## config.mk

```make
export PLATFORM = sky130hd
export DESIGN_NAME = apb_master_flat
export DESIGN_NICKNAME = d
export VERILOG_FILES = /design/src/rtl/apb_pkg.sv /design/src/rtl/apb_master_if.sv /design/src/rtl/apb_master.sv /design/src/flat_wrapper.sv
export SDC_FILE = /design/constraint.sdc
export NUM_CORES = 1
export LEC_CHECK = 0
export ABC_AREA = 1
export CAP_MARGIN = 20
export CELL_PAD_IN_SITES_DETAIL_PLACEMENT = 1
export CELL_PAD_IN_SITES_GLOBAL_PLACEMENT = 2
export CORE_MARGIN = 2
export CORE_UTILIZATION = 23
export CTS_CLUSTER_SIZE = 8
export DETAILED_ROUTE_END_ITERATION = 8
export PLACE_DENSITY_LB_ADDON = 0.25
export SYNTH_ARGS = -nofsm -noshare
export SYNTH_HDL_FRONTEND = slang
export SYNTH_SLANG_ARGS = --single-unit
```

## constraint.sdc

```tcl
create_clock -name pclk -period 1.6 [get_ports pclk]
set_input_delay 0.48 -clock pclk [delete_from_list [all_inputs] [get_ports pclk]]
set_output_delay 0.48 -clock pclk [all_outputs]
set_load 0.05 [all_outputs]
```

## src/rtl/apb_pkg.sv

```systemverilog
// Shared types and default widths for the APB master slice.
package apb_pkg;

  typedef enum logic [1:0] {
    IDLE,
    SETUP,
    ACCESS
  } apb_state_e;

  localparam int unsigned APB_ADDR_W  = 8;
  localparam int unsigned APB_DATA_W  = 8;
  localparam int unsigned APB_TIMEOUT = 16;

endpackage

```

## src/rtl/apb_master_if.sv

```systemverilog
// Command/response handshake and APB bus signals of the APB master.
interface apb_master_if
  import apb_pkg::*;
#(
  parameter int unsigned ADDR_W = APB_ADDR_W,
  parameter int unsigned DATA_W = APB_DATA_W
);

  logic              cmd_valid;
  logic              cmd_ready;
  logic              cmd_write;
  logic [ADDR_W-1:0] cmd_addr;
  logic [DATA_W-1:0] cmd_wdata;

  logic              rsp_valid;
  logic              rsp_ready;
  logic [DATA_W-1:0] rsp_rdata;
  logic              rsp_err;
  logic              rsp_timeout;

  logic              psel;
  logic              penable;
  logic              pwrite;
  logic [ADDR_W-1:0] paddr;
  logic [DATA_W-1:0] pwdata;
  logic [DATA_W-1:0] prdata;
  logic              pready;
  logic              pslverr;

  modport master (
    input  cmd_valid, cmd_write, cmd_addr, cmd_wdata, rsp_ready,
    input  prdata, pready, pslverr,
    output cmd_ready, rsp_valid, rsp_rdata, rsp_err, rsp_timeout,
    output psel, penable, pwrite, paddr, pwdata
  );

  modport slave (
    output cmd_valid, cmd_write, cmd_addr, cmd_wdata, rsp_ready,
    output prdata, pready, pslverr,
    input  cmd_ready, rsp_valid, rsp_rdata, rsp_err, rsp_timeout,
    input  psel, penable, pwrite, paddr, pwdata
  );

endinterface

```

## src/rtl/apb_master.sv

```systemverilog
// Single-outstanding APB master: command in, one APB transfer, response out,
// with an optional ACCESS-phase timeout.
module apb_master
  import apb_pkg::*;
#(
  parameter int unsigned ADDR_W  = APB_ADDR_W,
  parameter int unsigned DATA_W  = APB_DATA_W,
  parameter int unsigned TIMEOUT = APB_TIMEOUT
) (
  input  logic        pclk,
  input  logic        prst,
  apb_master_if.master bus
);

  // Width is kept at least 1 so TIMEOUT=0 still elaborates.
  localparam int unsigned CNT_W = (TIMEOUT == 0) ? 1 : $clog2(TIMEOUT + 1);
  localparam logic [CNT_W-1:0] CNT_LAST = (TIMEOUT == 0) ? '0 : CNT_W'(TIMEOUT - 1);

  apb_state_e        state_q, state_d;
  logic              psel_q, psel_d;
  logic              penable_q, penable_d;
  logic              pwrite_q, pwrite_d;
  logic [ADDR_W-1:0] paddr_q, paddr_d;
  logic [DATA_W-1:0] pwdata_q, pwdata_d;
  logic              rsp_valid_q, rsp_valid_d;
  logic [DATA_W-1:0] rsp_rdata_q, rsp_rdata_d;
  logic              rsp_err_q, rsp_err_d;
  logic              rsp_timeout_q, rsp_timeout_d;
  logic [CNT_W-1:0]  wait_cnt_q, wait_cnt_d;
  logic              cmd_ready;

  assign cmd_ready = (state_q == IDLE) && (!rsp_valid_q || bus.rsp_ready);

  always_comb begin
    state_d       = state_q;
    psel_d        = psel_q;
    penable_d     = penable_q;
    pwrite_d      = pwrite_q;
    paddr_d       = paddr_q;
    pwdata_d      = pwdata_q;
    rsp_valid_d   = rsp_valid_q;
    rsp_rdata_d   = rsp_rdata_q;
    rsp_err_d     = rsp_err_q;
    rsp_timeout_d = rsp_timeout_q;
    wait_cnt_d    = wait_cnt_q;

    if (rsp_valid_q && bus.rsp_ready) begin
      rsp_valid_d = 1'b0;
    end

    unique case (state_q)
      IDLE: begin
        if (bus.cmd_valid && cmd_ready) begin
          state_d  = SETUP;
          psel_d   = 1'b1;
          pwrite_d = bus.cmd_write;
          paddr_d  = bus.cmd_addr;
          pwdata_d = bus.cmd_wdata;
        end
      end
      SETUP: begin
        state_d    = ACCESS;
        penable_d  = 1'b1;
        wait_cnt_d = '0;
      end
      ACCESS: begin
        if (bus.pready) begin
          state_d       = IDLE;
          psel_d        = 1'b0;
          penable_d     = 1'b0;
          rsp_valid_d   = 1'b1;
          rsp_rdata_d   = pwrite_q ? '0 : bus.prdata;
          rsp_err_d     = bus.pslverr;
          rsp_timeout_d = 1'b0;
        end else if ((TIMEOUT != 0) && (wait_cnt_q == CNT_LAST)) begin
          state_d       = IDLE;
          psel_d        = 1'b0;
          penable_d     = 1'b0;
          rsp_valid_d   = 1'b1;
          rsp_rdata_d   = '0;
          rsp_err_d     = 1'b1;
          rsp_timeout_d = 1'b1;
        end else begin
          wait_cnt_d = wait_cnt_q + 1'b1;
        end
      end
      default: state_d = IDLE;
    endcase
  end

  always_ff @(posedge pclk) begin
    if (prst) begin
      state_q       <= IDLE;
      psel_q        <= 1'b0;
      penable_q     <= 1'b0;
      pwrite_q      <= 1'b0;
      paddr_q       <= '0;
      pwdata_q      <= '0;
      rsp_valid_q   <= 1'b0;
      rsp_rdata_q   <= '0;
      rsp_err_q     <= 1'b0;
      rsp_timeout_q <= 1'b0;
      wait_cnt_q    <= '0;
    end else begin
      state_q       <= state_d;
      psel_q        <= psel_d;
      penable_q     <= penable_d;
      pwrite_q      <= pwrite_d;
      paddr_q       <= paddr_d;
      pwdata_q      <= pwdata_d;
      rsp_valid_q   <= rsp_valid_d;
      rsp_rdata_q   <= rsp_rdata_d;
      rsp_err_q     <= rsp_err_d;
      rsp_timeout_q <= rsp_timeout_d;
      wait_cnt_q    <= wait_cnt_d;
    end
  end

  assign bus.cmd_ready   = cmd_ready;
  assign bus.psel        = psel_q;
  assign bus.penable     = penable_q;
  assign bus.pwrite      = pwrite_q;
  assign bus.paddr       = paddr_q;
  assign bus.pwdata      = pwdata_q;
  assign bus.rsp_valid   = rsp_valid_q;
  assign bus.rsp_rdata   = rsp_rdata_q;
  assign bus.rsp_err     = rsp_err_q;
  assign bus.rsp_timeout = rsp_timeout_q;

endmodule

```

## src/flat_wrapper.sv

```systemverilog
// flat-port wrapper written by rule: the top's interface ports become plain ports
module apb_master_flat import apb_pkg::*;
#(
  parameter int unsigned ADDR_W  = APB_ADDR_W,
  parameter int unsigned DATA_W  = APB_DATA_W,
  parameter int unsigned TIMEOUT = APB_TIMEOUT
)
  (pclk, prst, bus_cmd_valid, bus_cmd_write, bus_cmd_addr, bus_cmd_wdata, bus_rsp_ready, bus_prdata, bus_pready, bus_pslverr, bus_cmd_ready, bus_rsp_valid, bus_rsp_rdata, bus_rsp_err, bus_rsp_timeout, bus_psel, bus_penable, bus_pwrite, bus_paddr, bus_pwdata);
  apb_master_if #(.ADDR_W(ADDR_W), .DATA_W(DATA_W)) bus_i ();
  input  logic pclk;
  input  logic prst;
  input wire logic [$bits(bus_i.cmd_valid)-1:0] bus_cmd_valid;
  input wire logic [$bits(bus_i.cmd_write)-1:0] bus_cmd_write;
  input wire logic [$bits(bus_i.cmd_addr)-1:0] bus_cmd_addr;
  input wire logic [$bits(bus_i.cmd_wdata)-1:0] bus_cmd_wdata;
  input wire logic [$bits(bus_i.rsp_ready)-1:0] bus_rsp_ready;
  input wire logic [$bits(bus_i.prdata)-1:0] bus_prdata;
  input wire logic [$bits(bus_i.pready)-1:0] bus_pready;
  input wire logic [$bits(bus_i.pslverr)-1:0] bus_pslverr;
  output wire logic [$bits(bus_i.cmd_ready)-1:0] bus_cmd_ready;
  output wire logic [$bits(bus_i.rsp_valid)-1:0] bus_rsp_valid;
  output wire logic [$bits(bus_i.rsp_rdata)-1:0] bus_rsp_rdata;
  output wire logic [$bits(bus_i.rsp_err)-1:0] bus_rsp_err;
  output wire logic [$bits(bus_i.rsp_timeout)-1:0] bus_rsp_timeout;
  output wire logic [$bits(bus_i.psel)-1:0] bus_psel;
  output wire logic [$bits(bus_i.penable)-1:0] bus_penable;
  output wire logic [$bits(bus_i.pwrite)-1:0] bus_pwrite;
  output wire logic [$bits(bus_i.paddr)-1:0] bus_paddr;
  output wire logic [$bits(bus_i.pwdata)-1:0] bus_pwdata;
  assign bus_i.cmd_valid = bus_cmd_valid;
  assign bus_i.cmd_write = bus_cmd_write;
  assign bus_i.cmd_addr = bus_cmd_addr;
  assign bus_i.cmd_wdata = bus_cmd_wdata;
  assign bus_i.rsp_ready = bus_rsp_ready;
  assign bus_i.prdata = bus_prdata;
  assign bus_i.pready = bus_pready;
  assign bus_i.pslverr = bus_pslverr;
  assign bus_cmd_ready = bus_i.cmd_ready;
  assign bus_rsp_valid = bus_i.rsp_valid;
  assign bus_rsp_rdata = bus_i.rsp_rdata;
  assign bus_rsp_err = bus_i.rsp_err;
  assign bus_rsp_timeout = bus_i.rsp_timeout;
  assign bus_psel = bus_i.psel;
  assign bus_penable = bus_i.penable;
  assign bus_pwrite = bus_i.pwrite;
  assign bus_paddr = bus_i.paddr;
  assign bus_pwdata = bus_i.pwdata;
  apb_master #(.ADDR_W(ADDR_W), .DATA_W(DATA_W), .TIMEOUT(TIMEOUT)) u_core (.pclk(pclk), .prst(prst), .bus(bus_i));
endmodule
```

== Yosys cells after proc, flatten, opt, wreduce, memory -nomap -nowiden ==
Index checks and enable logic that the tools add are counted.

* Equality and inequality tests: 7
* Add/sub/neg operators: 1
* Multiplexer cells: 22
* Reduce and logical (&&, ||, !) cells: 15

{| class="wikitable"
|+ Operator list
! operator !! count
|-
| 8-bit two-way mux || 3
|-
| 1-bit two-way mux || 10
|-
| 5-bit two-way mux || 2
|-
| 5-bit one-hot mux with 2 select lines || 1
|-
| 2-bit AND reduction || 4
|-
| 2-bit two-way mux || 3
|-
| 2-bit inequality test, second input constant || 3
|-
| 2-bit one-hot mux with 3 select lines || 1
|-
| 3-bit AND reduction || 2
|-
| 2-bit nonzero test || 3
|-
| 5-bit by 1-bit adder with 5-bit output, second input constant || 1
|-
| 5-bit by 4-bit equality test with 1-bit output, second input constant || 1
|-
| 1-bit one-hot mux with 2 select lines || 2
|-
| 1-bit logical AND || 3
|-
| 3-bit by 2-bit inequality test with 1-bit output, second input constant || 1
|-
| 2-bit by 1-bit equality test with 1-bit output, second input constant || 1
|-
| 2-bit equality test, second input constant || 1
|-
| 2-bit zero test || 1
|-
| 1-bit zero test || 1
|-
| 1-bit logical OR || 1
|}

* Input bits: 31
* Bits in registers: 37
* Output and inout port bits: 31
* Word-level logic and storage cells: 56

== Depth between registers and ports, before layout ==
Gate-level depths: netlist (run 1).

* Word-level depth: 6
* Gate-level depth with buffers: 11
* Mapped depth without buffers: 11

== Worst setup path after synthesis (run 1) ==
No wires, ideal clock.

* Path kind: register -> output
* Start: register u_core.state_q[0]
* End: output bus_cmd_ready
* Required time: 1.120 ns
* Slack: -0.155 ns
* Data arrival time: 1.275 ns
* Stages on the path, launching flop included: 5
* Buffers on the path: 0
* Cell sequence: dfxtp_1 inv_1 ha_1 inv_1 nor2_1

* Cells in the longest elaborated chain, start to end: 2

{| class="wikitable"
|+ Ends and longest elaborated chain
! item !! line !! RTL
|-
| start: declaration || apb_master.sv:19 || <nowiki>apb_state_e state_q, state_d;</nowiki>
|-
| start signal: assignment || apb_master.sv:105 || <nowiki>state_q <= state_d;</nowiki>
|-
| 2-bit zero test || apb_master.sv:32 || <nowiki>assign cmd_ready = (state_q == IDLE) && (!rsp_valid_q || bus.rsp_ready);</nowiki>
|-
| 1-bit logical AND || apb_master.sv:32 ||
|-
| end: declaration || flat_wrapper.sv:20 || <nowiki>output wire logic [$bits(bus_i.cmd_ready)-1:0] bus_cmd_ready;</nowiki>
|}

No other way between the ends.

== Worst setup path in the final report (run 1) ==
* Start: register u_core.wait_cnt_q[1]
* End: register u_core.rsp_rdata_q[3], in the netlist u_core.bus.rsp_rdata[3]

* Cells in the longest elaborated chain, start to end: 3

{| class="wikitable"
|+ Ends and longest elaborated chain
! item !! line !! RTL
|-
| start: declaration || apb_master.sv:29 || <nowiki>logic [CNT_W-1:0] wait_cnt_q, wait_cnt_d;</nowiki>
|-
| start signal: assignment || apb_master.sv:115 || <nowiki>wait_cnt_q <= wait_cnt_d;</nowiki>
|-
| 5-bit by 4-bit equality test with 1-bit output || apb_master.sv:75 || <nowiki>end else if ((TIMEOUT != 0) && (wait_cnt_q == CNT_LAST)) begin</nowiki>
|-
| 2-bit nonzero test (no line) || - ||
|-
| 2-bit AND reduction (no line) || - ||
|-
| end signal: assignment || apb_master.sv:112 || <nowiki>rsp_rdata_q <= rsp_rdata_d;</nowiki>
|-
| end: declaration || apb_master.sv:26 || <nowiki>logic [DATA_W-1:0] rsp_rdata_q, rsp_rdata_d;</nowiki>
|}

No other way between the ends.
A chain may end at the register's enable or synchronous reset.

==> impl_metrics.json, run 1 <==
{
  "hp-class": "reg2reg",
  "syn-cell-area_mm2": 0.00152,
  "initial_core_util_pct": 23.9,
  "crit_top_cell": "nor2_4",
  "endpoint_kind": "flop",
  "violations": "setup timing",
  "p_per_area_mw_per_mm2": 831,
  "place_hpwl_um": 3330,
  "chipHeight_um": 85.4,
  "clk_latency_ns": 0.29,
  "clockBufferDepth": 2,
  "synth_area_per_cell_um2": 7.86,
  "hold_ws_ns": 0.494,
  "worstReg2RegEnd": "u_core.bus.rsp_rdata[3]",
  "gr-usage-all-layers_pct": 12.7,
  "first_global_vias": 1556,
  "layout.cells.non_filler": 349,
  "required_ns": 1.78,
  "vias": 1548,
  "place_congestion": 0.783,
  "synthMostInstantiatedCell": "nand2_1",
  "synth-seq-cells": 37,
  "critPathMaxStageDelay_ns": 0.36,
  "cts_tree": "done",
  "mappedNetlistNets": 231,
  "fmax_ghz": 0.623,
  "yosysTopAreaCell": "dfxtp_1",
  "rows": 29,
  "synth.yosys.seq_area_share_pct": 48.6,
  "fill_cells": 725,
  "viasPerCell": 4.44,
  "min_to": "u_core.bus.rsp_rdata[5]",
  "grt_overflow": 0,
  "grt_max_degree": 19,
  "die-area_mm2": 0.00729,
  "postSynth.asyncResetShare_pct": 0,
  "rsz0062_at_grt": "true",
  "crit_arrival_ns": 1.78,
  "r2r_slack_ns": -0.006,
  "cts_num_sinks": 37,
  "htreeDepth": 2,
  "fin_util_pct": 44.6,
  "area_growth_pct": 86.9,
  "worst_hold_startpoint": "u_core.bus.rsp_rdata[5]",
  "worst-path-max-fanout": 5,
  "drc": 0,
  "final_cell_area_mm2": 0.00285,
  "maxCapViolations": 0,
  "fin_skew_ns": 0.00802,
  "r2r_start": "u_core.wait_cnt_q[1]",
  "yosys_warnings": 0,
  "status": "finished, violations left",
  "dpl-instance-area_mm2": 0.00257,
  "finalCriticalPeriod_ns": 1.61,
  "coreArea_mm2": 0.00639,
  "clk_pin_slew_worst_paths_ns": 0.07,
  "slew_viol_final": 0,
  "synth-edff-count": 0,
  "ioPinCount": 62,
  "synth_area_leaders": "dfxtp_1 49%, nand2_1 14%, a21oi_1 11%",
  "numCtsBuffers": 5,
  "synth_cell_types": 22,
  "hold_depth": 2,
  "layout-drive-gt1-share_pct": 34.2,
  "power.leakage_uw": 0.00113,
  "tightest_slew_ns": 0.335,
  "n_antenna_cell": 0,
  "setup-violations-final": 5,
  "hold_violations": 0,
  "dr.pass1.iters": 4,
  "r2r_cells": 9,
  "io_buffers": 61,
  "slew_headroom_pct": 77.6,
  "nets": 309,
  "cts_hold_buf": 0,
  "placed_cells": 336,
  "crit_chain": "ha_4 -> nand2_4 -> nor2_4 -> ha_4 -> nor2_4 -> nor2_4 -> clkinvlp_4 -> nand2_1 -> a21oi_1",
  "synth.top_cells.by_count": "56 x nand2_1, 37 x dfxtp_1, 33 x a21oi_1",
  "grt_pass1_wl_um": 7270,
  "fin_crit_sh_pct": 100,
  "setup_slack_ns": -0.00552,
  "ctsRootBufferMaster": "clkbuf_8",
  "vdd_drop_max_v": 0.000440,
  "setup.worst_path.class": "reg2reg",
  "synth_top_flop_cell": "dfxtp_1",
  "yosysTopAreaCellShare_pct": 48.6,
  "slowest_stage": "dfxtp_2",
  "die_w_um": 85.4,
  "start_kind": "flop",
  "antenna_found_initial": 0,
  "routed_wl_um": 4630,
  "wl_per_cell_um": 13.3,
  "postSynthCellCount": 194,
  "first_iter_violations": 48,
  "detail-route-antenna-nets": 0
}
registers in the layout, indices dropped and copies added (netlist names):
signal / count
u_core.bus.penable: 1
u_core.bus.psel: 1
u_core.bus.rsp_rdata: 8
u_core.bus.pwrite: 1
u_core.bus.rsp_err: 1
u_core.state_q: 2
u_core.wait_cnt_q: 5
u_core.bus.paddr: 8
u_core.bus.rsp_timeout: 1
u_core.bus.rsp_valid: 1
u_core.bus.pwdata: 8
power breakdown:
group | switching, µW | internal (µW)
clock | 327 | 342
combinational | 347 | 331
sequential | 51.8 | 969
final cells by class:
cell class / instances / area [µm²] / area share (%)
Inverter: 18 / 72.6 / 2.55
Timing Repair Buffer: 78 / 1050 / 36.9
Clock buffer: 7 / 86.3 / 3.03
Timing Repair inverter: 1 / 7.51 / 0.264
Multi-Input combinational cell: 131 / 785 / 27.5
Tap cell: 77 / 96.3 / 3.38
Sequential cell: 37 / 749 / 26.3
worst max-delay path by stage:
stage,from,to,slack (ns)
2_1_floorplan,u_core.state_q[0],bus_cmd_ready,0.06
3_3_place_gp,bus_rsp_ready,bus_cmd_ready,-0.17
3_5_place_dp,bus_rsp_ready,u_core.bus.pwdata[6],-0.18
4_1_cts,u_core.state_q[1],bus_cmd_ready,-0.009
5_1_grt,u_core.wait_cnt_q[1],u_core.bus.rsp_rdata[2],-0.09
6_report,u_core.wait_cnt_q[1],u_core.bus.rsp_rdata[3],-0.006
metal layers:
metal  track usage, %  wire length, µm  vias to the layer above
met5                0                0                        -
met1             14.8             1920                      718
met3             5.35              349                        6
met4             4.76               68                        0
li1                 -                -                      782
met2             20.7             2290                       42
worst max-delay path: cells and delay by family (launching register included):
kind / cells / cell delay [ns]
adders and majority gates: 2 / 0.30
buffers and inverters: 1 / 0.22
AOI/OAI and AO/OA: 1 / 0.06
DFF: 1 / 0.36
and+or+nand+nor: 5 / 0.55
kinds of logic after synthesis:
| kind of cell | count (synthesis) | synth area share [%] |
|---|---|---|
| simple gates | 84 | 23.8 |
| compound gates | 41 | 14.2 |
| flops | 37 | 48.6 |
| buf+inv | 26 | 8.46 |
| fa+ha+maj | 6 | 4.93 |
cell usage in the layout, fill, tap and decap left out, types with 3 or more instances in the layout:
cell and count:
nand2_1 50, dfxtp_1 32, buf_12 31, a21oi_1 29, clkdlybuf4s50_1 29, buf_4 16, inv_1 12, nand3_1 8
clkbuf_8 6, nor2_4 5, nand2_2 5, nor2_1 5, a21oi_2 5, inv_2 4, nand3_2 4, dfxtp_2 4
ha_4 3, ha_1 3
through the flow:
stage | power, µW | setup slack [ns] | TNS [ns]
3_5_place_dp | 1680 | -0.180 | -4.62
4_1_cts | 2380 | -0.00868 | -0.00868
6_report | 2370 | -0.00552 | -0.0188
3_3_place_gp | 1680 | -0.166 | -3.75
5_1_grt | 2480 | -0.0917 | -0.671
2_1_floorplan | 1340 | 0.0624 | 0
what timing repair did:
| item | 4_1_cts | 5_1_grt |
|---|---|---|
| hold endpoints to repair | 0 | 0 |
| cloned | 0 | 1 |
| setup buffers | 3 | 2 |
| pin swaps | 2 | 14 |
| endpoints found under the setup margin | 13 | 20 |
| gates resized for setup | 14 | 30 |
No activity file was read; power rests on OpenSTA's default activity.
==> run 2: changes to the inputs <==
SLEW_MARGIN = 20   (was default)
clock period = 1.66 ns   (was 1.6 ns; I/O delays follow)
==> run 2 against run 1 <==
The flow now finishes without violations. Die area unchanged. Final area down 1.4%. Clock power up 23%. Final cell count decreased by 0.86%. Wire length decreased by 2.3%. Worst hold slack worse by 0.010 ns. Setup slack better by 0.055 ns. Largest power group unchanged. Non-clock buffer count is 3 lower.
==> impl_metrics.json, run 2 (synthesis results as in run 1) <==
{
  "io_buffers": 61,
  "cts_tree": "done",
  "tightest_slew_ns": 0.316,
  "hold_depth": 2,
  "setup.worst_path.class": "reg2out",
  "hp-class": "reg2reg",
  "combinationalPowerShare_pct": 26.0,
  "required_ns": 1.16,
  "worst-path-max-fanout": 2,
  "clk_pin_slew_worst_paths_ns": 0.07,
  "p_total_uw": 2440,
  "wl_per_cell_um": 13.1,
  "p_sw_share_pct": 29.0,
  "r2r_cells": 11,
  "setup-violations-final": 0,
  "n_antenna_cell": 0,
  "vias": 1524,
  "clkPwrFrac_pct": 33.6,
  "grt_overflow": 0,
  "fmax_ghz": 0.621,
  "slowest_stage": "dfxtp_2",
  "p_per_area_mw_per_mm2": 869,
  "crit_arrival_ns": 1.11,
  "rsz0062_at_grt": "true",
  "place_hpwl_um": 3220,
  "grt.met2_usage_pct": 20.0,
  "final_common_cell": "nand2_1",
  "clockBufferDepth": 2,
  "start_kind": "flop",
  "nets": 305,
  "grt_pass1_wl_um": 6990,
  "ioPinCount": 62,
  "status": "completed",
  "die_w_um": 85.4,
  "power_switching_uw": 707,
  "dr.pass1.iters": 4,
  "fin_skew_ns": 0.00668,
  "first_iter_violations": 53,
  "fin_util_pct": 43.9,
  "internal_power_uw": 1730,
  "maxCapViolations": 0,
  "mostFrequentLayoutCells": "55 x nand2_1, 32 x dfxtp_1, 31 x buf_12",
  "detail-route-antenna-nets": 0,
  "routed_wl_um": 4520,
  "pwr-share-seq_pct": 40.4,
  "initial_core_util_pct": 23.9,
  "clk_latency_ns": 0.29,
  "slew_headroom_pct": 78.9,
  "gr-usage-all-layers_pct": 12.5,
  "critPathMaxStageDelay_ns": 0.33,
  "area_growth_pct": 84.2,
  "hold_violations": 0,
  "antenna_found_initial": 0,
  "cts_num_sinks": 37,
  "vdd_drop_max_v": 0.000474,
  "rows": 29,
  "layout-drive-gt1-share_pct": 31.2,
  "viasPerCell": 4.40,
  "numCtsBuffers": 5,
  "met3_usage_pct": 6.42,
  "endpoint_kind": "output pin",
  "met1_usage_pct": 13.7,
  "grt-busiest-layer": "met2",
  "ctsRootBufferMaster": "clkbuf_8",
  "place_congestion": 0.786,
  "first_global_vias": 1489,
  "die-area_mm2": 0.00729,
  "fin_crit_sh_pct": 97.0,
  "hold_ws_ns": 0.484,
  "drc": 0,
  "finalCriticalPeriod_ns": 1.61,
  "grt_max_degree": 19,
  "crit_chain": "inv_2 -> ha_4 -> inv_4 -> nor2_4 -> buf_12",
  "chipHeight_um": 85.4,
  "coreArea_mm2": 0.00639,
  "power.leakage_uw": 0.00110,
  "htreeDepth": 2,
  "slew_viol_final": 0
}
==> run 2: changes by cell type in the layout (fill, tap and decap cells not counted), sizes merged <==
cell and change:
clkinvlp -1, buf -3, bufinv +1
==> run 2: final cells by class <==
type	instances	area, µm²
fill	745	3580
timing repair buffer	75	1030
sequential	37	747
multi-input combinational	131	746
tap	77	96.3
clock buffer	7	86.3
inverter	18	72.6
clock inverter	1	30.0
==> run 2: metal layers <==
metal  part of all wire, %  routed length, µm  vias to the layer above
li1                      -                  -                      769
met1                    42               1890                      710
met2                    48               2160                       39
met3                   8.6                388                        6
met4                   1.7                 78                        0
met5                     0                  0                        -
==> run 2: power groups by stage <==
stage | logic, µW | clock network (µW) | registers (µW)
after detailed placement | 613 | 0 | 1000
after global placement | 609 | 0 | 1000
after global routing | 673 | 895 | 991
after floorplan | 172 | 0 | 1120
after CTS | 629 | 860 | 985
final | 633 | 820 | 985
==> run 2: metrics by stage <==
step,cells,setup WS [ns],area [µm²],setup TNS [ns]
after floorplan,194,0.104,1530,0
after CTS,345,0.000985,2710,0
after global routing,346,-0.0196,2810,-0.0196
final,346,0.0499,2810,0
after global placement,335,-0.143,2560,-2.68
after detailed placement,335,-0.153,2560,-3.12
==> run 2: repair_timing <==
item,4_1_cts,5_1_grt
pin swaps,2,7
cloned,0,0
setup buffers,2,1
hold buffers,0,0
endpoints found under the setup margin,1,17
gates resized for setup,9,23
==> run 2: path summary, 6_finish.rpt <==
kind	start	endpoint	slack (ns)
max reg2reg	u_core.wait_cnt_q[1]	u_core.wait_cnt_q[3]	0.12
min	u_core.state_q[0]	u_core.state_q[0]	0.48
min reg2reg	u_core.state_q[0]	u_core.state_q[0]	0.48
max	u_core.state_q[1]	bus_cmd_ready	0.05
==> run 2: worst max-delay path: cells and delay by family (launching register included) <==
family / cells / cell delay, ns
buffers and inverters: 3 / 0.25
AND/OR/NAND/NOR: 1 / 0.09
flip-flops: 1 / 0.33
adder cells (fa/ha/maj): 1 / 0.16
==> run 3: changes to the inputs <==
SLEW_MARGIN = 30   (was 20)
==> results of run 3 <==
Same layout as run 2: the final DEF is identical, and so are final timing and power.
